==> src/rtl/memory_interface.sv <==
// memory_interface: single-outstanding bus-to-memory bridge.
// The FSM walks IDLE -> ACCESS -> COMPLETE. Strobes and load pulses are registered.
// Optional feature macro MEM_TIMEOUT_EN: abort an access after MAX_WAIT wait cycles.
// A timed-out read returns open-bus data (all ones).
module memory_interface #(
    parameter int ADDR_WIDTH = 16,
    parameter int DATA_WIDTH = 8,
    parameter int MAX_WAIT   = 15
) (
    input  logic                  clk,
    input  logic                  rst,
    input  logic                  reqValid,
    input  logic                  reqWrite,
    input  logic [ADDR_WIDTH-1:0] reqAddr,
    input  logic [DATA_WIDTH-1:0] reqData,
    output logic                  reqReady,
    output logic [ADDR_WIDTH-1:0] memAddr,
    output logic [DATA_WIDTH-1:0] memWData,
    output logic                  memRead,
    output logic                  memWrite,
    input  logic                  memReady,
    input  logic [DATA_WIDTH-1:0] memRData,
    output logic [DATA_WIDTH-1:0] rdData,
    output logic                  rdLoad,
    output logic                  errTimeout
);

    localparam int WW = (MAX_WAIT < 1) ? 1 : $clog2(MAX_WAIT + 1);

    typedef enum logic [1:0] {
        IDLE     = 2'd0,
        ACCESS   = 2'd1,
        COMPLETE = 2'd2
    } state_t;

    state_t                  state_q;
    logic                    reqReady_q;
    logic [ADDR_WIDTH-1:0]   memAddr_q;
    logic [DATA_WIDTH-1:0]   memWData_q;
    logic                    memRead_q;
    logic                    memWrite_q;
    logic [DATA_WIDTH-1:0]   rdData_q;
    logic                    rdLoad_q;
    logic                    errTimeout_q;
    logic                    write_q;
    logic [WW-1:0]           wait_q;
    logic [WW-1:0]           wait_d;

    // Saturating next value of the wait counter.
    always_comb begin
        wait_d = wait_q;
        if (wait_q == WW'(MAX_WAIT)) begin
            wait_d = wait_q;
        end else begin
            wait_d = wait_q + WW'(1);
        end
    end

    // Transfer FSM with all outputs registered.
    always_ff @(posedge clk) begin
        if (rst) begin
            state_q      <= IDLE;
            reqReady_q   <= 1'b1;
            memAddr_q    <= '0;
            memWData_q   <= '0;
            memRead_q    <= 1'b0;
            memWrite_q   <= 1'b0;
            rdData_q     <= '0;
            rdLoad_q     <= 1'b0;
            errTimeout_q <= 1'b0;
            write_q      <= 1'b0;
            wait_q       <= '0;
        end else begin
            rdLoad_q     <= 1'b0;
            errTimeout_q <= 1'b0;
            case (state_q)
                IDLE: begin
                    if (reqValid) begin
                        memAddr_q  <= reqAddr;
                        memWData_q <= reqData;
                        write_q    <= reqWrite;
                        memRead_q  <= ~reqWrite;
                        memWrite_q <= reqWrite;
                        wait_q     <= '0;
                        reqReady_q <= 1'b0;
                        state_q    <= ACCESS;
                    end else begin
                        reqReady_q <= 1'b1;
                    end
                end
                ACCESS: begin
                    if (memReady) begin
                        if (!write_q) begin
                            rdData_q <= memRData;
                        end else begin
                            rdData_q <= rdData_q;
                        end
                        rdLoad_q   <= ~write_q;
                        memRead_q  <= 1'b0;
                        memWrite_q <= 1'b0;
                        state_q    <= COMPLETE;
                    end else begin
                        wait_q <= wait_d;
`ifdef MEM_TIMEOUT_EN
                        // This cycle is the MAX_WAIT-th wait: give up with open-bus data.
                        if (wait_q == WW'(MAX_WAIT - 1)) begin
                            if (!write_q) begin
                                rdData_q <= '1;
                            end else begin
                                rdData_q <= rdData_q;
                            end
                            rdLoad_q     <= ~write_q;
                            errTimeout_q <= 1'b1;
                            memRead_q    <= 1'b0;
                            memWrite_q   <= 1'b0;
                            state_q      <= COMPLETE;
                        end else begin
                            state_q <= ACCESS;
                        end
`else
                        state_q <= ACCESS;
`endif
                    end
                end
                COMPLETE: begin
                    reqReady_q <= 1'b1;
                    state_q    <= IDLE;
                end
                default: begin
                    memRead_q  <= 1'b0;
                    memWrite_q <= 1'b0;
                    reqReady_q <= 1'b1;
                    state_q    <= IDLE;
                end
            endcase
        end
    end

    assign reqReady   = reqReady_q;
    assign memAddr    = memAddr_q;
    assign memWData   = memWData_q;
    assign memRead    = memRead_q;
    assign memWrite   = memWrite_q;
    assign rdData     = rdData_q;
    assign rdLoad     = rdLoad_q;
    assign errTimeout = errTimeout_q;

endmodule

==> config.mk <==
export PLATFORM = sky130hd
export DESIGN_NAME = memory_interface
export DESIGN_NICKNAME = d
export VERILOG_FILES = /design/src/rtl/memory_interface.sv
export SDC_FILE = /design/constraint.sdc
export NUM_CORES = 1
export LEC_CHECK = 0
export CAP_MARGIN = 20
export CELL_PAD_IN_SITES_DETAIL_PLACEMENT = 1
export CELL_PAD_IN_SITES_GLOBAL_PLACEMENT = 1
export CORE_UTILIZATION = 28
export CTS_BUF_LIST = sky130_fd_sc_hd__clkbuf_2 sky130_fd_sc_hd__clkbuf_4 sky130_fd_sc_hd__clkbuf_8
export CTS_CLUSTER_DIAMETER = 200
export DETAILED_ROUTE_END_ITERATION = 12
export PLACE_DENSITY = 0.82
export SYNTH_ARGS = -nofsm -noshare
export SYNTH_HDL_FRONTEND = slang
export SYNTH_SLANG_ARGS = --single-unit
==> constraint.sdc <==
create_clock -name clk -period 1.4 [get_ports clk]
set_input_delay 0.42 -clock clk [delete_from_list [all_inputs] [get_ports clk]]
set_output_delay 0.42 -clock clk [all_outputs]
set_load 0.01 [all_outputs]
## After elaboration in Yosys (flattened, before gate mapping)

Index checks and enable logic that the tools add are counted.

| cells by class | value |
|---|---|
| equal/unequal tests | 4 |
| muxes and demuxes | 10 |
| bitwise logic cells | 5 |
| reductions and logical operators | 5 |

Operator list:

| kind | count |
|---|---|
| case mux 1 bit (3 select lines) | 2 |
| AND reduction 3 bit | 2 |
| NOT 1 bit | 5 |
| 2-to-1 mux 1 bit | 4 |
| 2-to-1 mux 2 bit | 2 |
| inequality test 2 bit, second input constant | 2 |
| case mux 2 bit (2 select lines) | 1 |
| OR reduction 3 bit | 1 |
| equality test 2 x 1 -> 1 bit, second input constant | 1 |
| equality test 2 bit, second input constant | 1 |
| logical NOT 2 bit | 1 |
| case mux 1 bit (2 select lines) | 1 |
| AND reduction 2 bit | 1 |

| word-level totals | value |
|---|---|
| register bits | 39 |
| input port bits | 37 |
| output and inout port bits | 37 |
| logic and storage cells | 33 |

## Depth between registers and ports, before layout

Gate-level depths: netlist (run 1).

| depth | value |
|---|---|
| depth in word-level cells | 3 |
| mapped depth | 5 |

## Worst setup path after synthesis (run 1)

Ideal clock, no wire load.

| path | value |
|---|---|
| path kind | input -> register |
| start point | input port reqValid |
| end point | register memAddr_q[0] (netlist: memAddr[0]) |
| library setup time | 0.132 ns |
| data arrival time | 1.158 ns |
| setup slack | 0.109 ns |
| cell stages on the path | 5 |
| buffers on the path | 2 |
| cell sequence | or3b_1 -> buf_2 -> buf_2 -> nand2_1 -> a21oi_1 |

| between the ends | value |
|---|---|
| longest elaborated chain between the ends | 1 |

Ends and longest elaborated chain:

| item | line | text |
|---|---|---|
| start: declaration | 12 | `input logic reqValid,` |
| AND reduction 2 bit (no line) | - |  |
| end signal: assignment | 79 | `memAddr_q <= reqAddr;` |
| end: declaration | 38 | `logic [ADDR_WIDTH-1:0] memAddr_q;` |

Every way passes these cells.
A chain may end at the register's enable or synchronous reset.

## Final worst setup path (run 1)

| path | value |
|---|---|
| start point | register rdData_q[0] (netlist: rdData[0]) |
| end point | output port rdData[0] |

RTL lines:

| item | line | text |
|---|---|---|
| start: declaration | 42 | `logic [DATA_WIDTH-1:0] rdData_q;` |
| start signal: assignment | 94 | `rdData_q <= memRData;` |
| start signal: assignment | 96 | `rdData_q <= rdData_q;` |
| end: declaration | 23 | `output logic [DATA_WIDTH-1:0] rdData,` |

No word-level cell between the ends.

==> metrics.csv, run 1 <==
metric,value,unit
metal2 WL,2.049,mm
Crit Path Max Fanout,2,
Comb pwr share,16.9,%
Static Leakage,0.001039,uW
crit path DAT,0.91,ns
clk root buf,clkbuf_8,
metal1 wirelength,1.761,mm
NumNets Final,280,
cell breakdown of the critical path,dlygate4sd2_1,
Non-Filler Instances,311,
CP max-delay cell,dfxtp_1,
# diodes,0,
Crit Path Class,register to primary output,
Mapped Cells,164,
Total Wirelength,4.088,mm
Pint,1873,uW
synthesized net count,201,
Area contributors post-synth,"dfxtp_1 (55%), nand2_1 (14%), a21oi_1 (9.2%)",
placed cell count,303,
Clock Skew,0.003577,ns
FF-to-FF setup slack,0.08,ns
Post-synth EDFFs,0,
number of global-route vias before repair,1391,
Synth Area per Inst,8.636,um^2
fmax,749.6,MHz
adder-cell area share of the yosys netlist,0,%
Synth Register Bits,39,
"most common cell after layout, fill and taps aside",nand2_1,
post-route setup slack,0.06592,ns
post-DR vias/cell,4.412,
area post-placement,2273,um^2
RSZ-0062 raised after global routing,false,
DRT iter0 DRCs,37,
crit end category,primary output,
Net Sw Power,590.0,uW
worst path required time,0.98,ns
status,"finished, final reports clean",
Final Hold Fails,0,
Tmin final,1.334,ns
critical hold path startpoint,memAddr[13],
layout cells sized above 1,11.07,%
Finished Core Util,49.02,%
Final Cycle Share,95.29,%
global-route wire length before repair,6.451,mm
Area Growth Syn to Fin,65.64,%
CTS Buffer Depth,2,
Synth Area in Compound Gates,10.69,%
H-tree level count,2,
DRT Pass-1 Iters,3,
cell area after synthesis,1416,um^2
simple-gate share of the synthesized area,21.82,%
antenna violations before repair,0,
clock power share,34.0,%
CTS Hold Buffers Added,0,
Initial Util,29.59,%
post-synthesis xor/xnor area fraction,0,%
Die Y-Extent,73.12,um
sequential group share of total power,49.0,%
I/O Buffers,72,
Bufs and invs on worst path,1,
Tightest Hold Check Type,register to register,
Reg-to-Reg End,rdData[0],
"Reg clk slew, reported paths",0.07,ns
FP Rows,25,
CP startpoint kind,register,
worst r2r path cells,4,
Sink Count,39,
Core Region,4786,um^2
Ports,74,
RePlAce Congestion,0.8254,
Detail Route met3 WL,258,um
Post-synth ARST share,0,%
largest family of logic cells by synthesized area,simple AND/OR/NAND/NOR gates,
Top delay family on crit path,flip-flops,
Worst-Skew Late Latency,0.28,ns
# Post-CTS Setup Buffers,0,
Max Cap Viol,0,
Final Cell Area,2346,um^2
Total Routing Usage GR,15.96,%
top_reg_cell synth,dfxtp_1,
Net Sw Frac,23.96,%
post-route ant nets,0,
Hold Path Sink,memAddr[13],
yosys warns,0,
die width,73.12,um
worst r2r src,state_q[0],
gr ovfl total,0,
hold path cells,2,
mux share of post-synthesis cell area,7.155,%
post-synth cell types,22,
most frequent cells in the layout,"nand2_1 (52), dlygate4sd2_1 (38), dfxtp_1 (37)",
# setup viols final,0,
final setup TNS,0,ns
post-synth top area share,55.12,%
Max stage delay on crit path,0.36,ns
Via Count,1372,
sequential fraction of the synthesis area,55.12,%
Slew Limit Fails,0,
CTS tree,done,
WL/cell,13.14,um
Cell Pwr Density,1050,nW/um^2
Worst VDD drop,0.0005951,V
DRC Markers,0,
Num CTS Buffers,5,
post-synth top area cell,dfxtp_1,
largest net degree at the start of global routing,27,
pre-CTS setup slack,-0.4407,ns
top sig layer,met4,
HPWL after DPL,2.963,mm
Total Die Area,5347,um^2
layout make-up:
| class | instances | area [um^2] |
|---|---|---|
| repair buffers | 84 | 783.3 |
| well taps | 67 | 83.83 |
| fillers | 573 | 2440 |
| inverters | 2 | 7.507 |
| flip-flops and latches | 39 | 785.8 |
| multi-input cells | 111 | 581.8 |
| clock buffers | 8 | 103.9 |
how the worst max path moves through the flow:
stage	startpoint	end	slack [ns]	cells after the start
6_report	rdData[0]	rdData[0]	0.07	1
5_1_grt	rdData[0]	rdData[0]	0.007	1
4_1_cts	state_q[1]	rdData[0]	0.05	4
3_5_place_dp	memReady	rdData[0]	-0.44	5
3_3_place_gp	memReady	rdData[5]	-0.40	5
2_1_floorplan	reqValid	memAddr[0]	0.11	5
metrics by stage:
| step | total power, uW | hold WS [ns] |
|---|---|---|
| after floorplan | 1406 | 0.4207 |
| after global placement | 1680 | 0.4406 |
| after detailed placement | 1692 | 0.4476 |
| after CTS | 2499 | 0.4541 |
| after global routing | 2594 | 0.4708 |
| final | 2463 | 0.4519 |
metal layers:
metal / vias up / track usage (%)
li1: 692 / -
met1: 633 / 18.06
met2: 45 / 27.78
met3: 2 / 6.492
met4: 0 / 3.922
met5: - / 0
cells in the mapped netlist, types with 2 or more instances:
cell / number
mux2i_1: 9
buf_4: 3
o211ai_1: 2
a21oi_1: 26
buf_2: 5
nor3_1: 2
nor4bb_1: 2
dfxtp_1: 39
nor2_1: 10
clkbuf_1: 3
nand2_1: 52
state kept, by name, summed over array words and instances, names as in the netlist:
| name | flops |
|---|---|
| write_q | 1 |
| memAddr | 16 |
| reqReady | 1 |
| rdLoad | 1 |
| memWrite | 1 |
| memWData | 8 |
| rdData | 8 |
| memRead | 1 |
| state_q | 2 |
power groups by stage:
stage	Clock (uW)	Sequential, uW	Combinational [uW]
3_3_place_gp	0	1230	448
5_1_grt	922	1210	458
3_5_place_dp	0	1240	456
2_1_floorplan	0	1260	149
4_1_cts	870	1210	421
6_report	838	1210	417
what timing repair did:
action	CTS	global route
hold endpoints to repair	0	0
resized for setup	41	3
setup endpoints to repair	70	6
pin swaps	2	0
cloned	0	0
kinds of logic (layout without fill, tap and decap cells):
logic type             Yosys count  count (layout)
AO/OA/AOI/OAI                   29              29
other                            1               1
flip-flops                      39              39
buffers and inverters           14              94
AND/OR/NAND/NOR                 71              71
multiplexers                    10              10
Note: power is estimated with default switching activity, not from simulation.
==> inputs of run 2 (changes only) <==
- CORE_MARGIN: unset -> 5
- SKIP_LAST_GASP: unset -> 1
==> metrics.csv, run 2 (synthesis gave the netlist of run 1 again) <==
metric,value,unit,change
DRT Pass-1 Iters,2,,-1
Area Growth Syn to Fin,65.99,%,
"most common cell after layout, fill and taps aside",nand2_1,,
worst path required time,0.98,ns,about the same
RSZ-0062 raised after global routing,false,,
RePlAce Congestion,0.6868,,-17%
layout cells sized above 1,10.66,%,-0.41 points
Tmin final,1.342,ns,+0.007703 ns
footprint of the multi-input gates,589.3,um^2,+1.3%
CP startpoint kind,register,,
die width,81.12,um,+11%
Ports,74,,unchanged
crit end category,primary output,,
M3 GR Usage,5.654,%,-0.84 points
Worst VDD drop,0.0004828,V,-19%
fmax,745.3,MHz,-0.57%
Final Cycle Share,95.84,%,+0.55 points
Reg-to-Reg End,rdData[7],,
number of global-route vias before repair,1466,,+5.4%
I/O Buffers,72,,unchanged
area post-placement,2286,um^2,+0.55%
Worst-Skew Late Latency,0.28,ns,about the same
FF-to-FF setup slack,0.09,ns,about the same
worst r2r path cells,4,,unchanged
# Post-CTS Setup Buffers,0,,unchanged
grt peak-use layer,met2,,
Bufs and invs on worst path,1,,unchanged
FP Rows,25,,unchanged
hold path cells,2,,unchanged
crit path DAT,0.92,ns,about the same
GRT met1 Usage,15.00,%,-3.1 points
NumNets Final,280,,unchanged
WL/cell,13.70,um,+4.3%
crit path to,memAddr[11],,
placed cell count,303,,unchanged
Core Region,4817,um^2,+0.65%
Total Wirelength,4.262,mm,+4.3%
cell breakdown of the critical path,dlygate4sd2_1,,
Slew Limit Fails,0,,unchanged
Worst path depth,1,,unchanged
Worst Setup SP,memAddr[11],,
Top delay family on crit path,flip-flops,,
status,"finished, final reports clean",,
global-route wire length before repair,6.913,mm,+7.2%
worst r2r src,state_q[1],,
largest net degree at the start of global routing,25,,-7.4%
Total Routing Usage GR,13.80,%,-2.2 points
Final Hold Fails,0,,unchanged
gr ovfl total,0,,unchanged
# setup viols final,0,,unchanged
Final Cell Area,2351,um^2,+0.21%
CTS Buffer Depth,2,,unchanged
CTS tree,done,,
Cell Pwr Density,1000,nW/um^2,-4.7%
DRT iter0 DRCs,16,,-57%
CTS Hold Buffers Added,0,,unchanged
Non-Filler Instances,311,,unchanged
DRC Markers,0,,unchanged
Tightest Hold Check Type,register to register,,
clk root buf,clkbuf_8,,
Via Count,1383,,+0.80%
# diodes,0,,unchanged
Sink Count,39,,unchanged
post-route ant nets,0,,unchanged
Worst Hold Slack,0.4533,ns,+0.001370 ns
Seq. cell area,782.0,um^2,-0.48%
CP max-delay cell,dfxtp_1,,
Max Cap Viol,0,,unchanged
Global Route met2 Usage,24.71,%,-3.1 points
Die Y-Extent,81.12,um,+11%
most frequent cells in the layout,"nand2_1 (52), dfxtp_1 (38), dlygate4sd2_1 (37)",,
max FFs per register,16,,unchanged
HPWL after DPL,3.270,mm,+10%
antenna violations before repair,0,,unchanged
post-DR vias/cell,4.447,,+0.80%
Static Leakage,0.001037,uW,-0.19%
Crit Path Class,register to primary output,,
Max stage delay on crit path,0.35,ns,about the same
Total Die Area,6580,um^2,+23%
"Reg clk slew, reported paths",0.07,ns,about the same
Clock Skew,0.007777,ns,+0.004200 ns
Layout fillers,605,,+5.6%
H-tree level count,2,,unchanged
Initial Util,29.40,%,-0.19 points
Num CTS Buffers,5,,unchanged
Crit Path Max Fanout,2,,unchanged
run 2: layer usage:
layer	up-vias	share of wire, %
met4	0	0.45
met1	635	40
met3	2	8.1
met5	-	0
met2	46	52
li1	700	-
run 2: how the worst min path moves through the flow:
stage                           start          end  slack (ns)
after floorplan               write_q       rdLoad        0.42
after global placement     memAddr[1]   memAddr[1]        0.44
after detailed placement  memWData[1]  memWData[1]        0.45
after CTS                 memWData[1]  memWData[1]        0.46
after global routing       memAddr[4]   memAddr[4]        0.48
final                     memWData[1]  memWData[1]        0.45
run 2: area by class of cell:
type,count,area share (%)
flip-flops and latches,39,33.26
repair buffers,84,34.22
inverters,2,0.3193
multi-input cells,111,25.07
well taps,67,3.566
clock buffers,5,2.927
clock inverters,3,0.6386
run 2: timing repair:
item                                    CTS  global route
endpoints found under the hold margin     0             0
gates cloned                              0             0
endpoints found under the setup margin   70             9
pin swaps                                 3             0
gates resized for setup                  44             2
run 2: worst reg2reg max path, cell delays in order (launching register included):
cell,delay [ns]
dfxtp_1,0.42
nor4bb_4,0.34
buf_6,0.19
mux2i_1,0.20
nor2_1,0.06
run 2: per-stage QoR:
stage | setup TNS, ns | setup WS, ns | total power [uW] | util (%)
finish | 0 | 0.05822 | 2351 | 48.81
global route | 0 | 0.001489 | 2493 | 48.81
CTS | 0 | 0.02970 | 2395 | 48.75
detailed placement | -13.18 | -0.4266 | 1698 | 47.45
global placement | -12.35 | -0.3830 | 1689 | 47.45
floorplan | 0 | 0.1094 | 1406 | -
run 2: report_power, final:
group / switching [uW] / internal [uW] / leakage [uW] / total (uW)
Combinational: 185 / 242 / 0.000669 / 427
Clock: 375 / 341 / 0.0000477 / 716
Sequential: 35.8 / 1170 / 0.000320 / 1210
Total: 596 / 1760 / 0.00104 / 2350
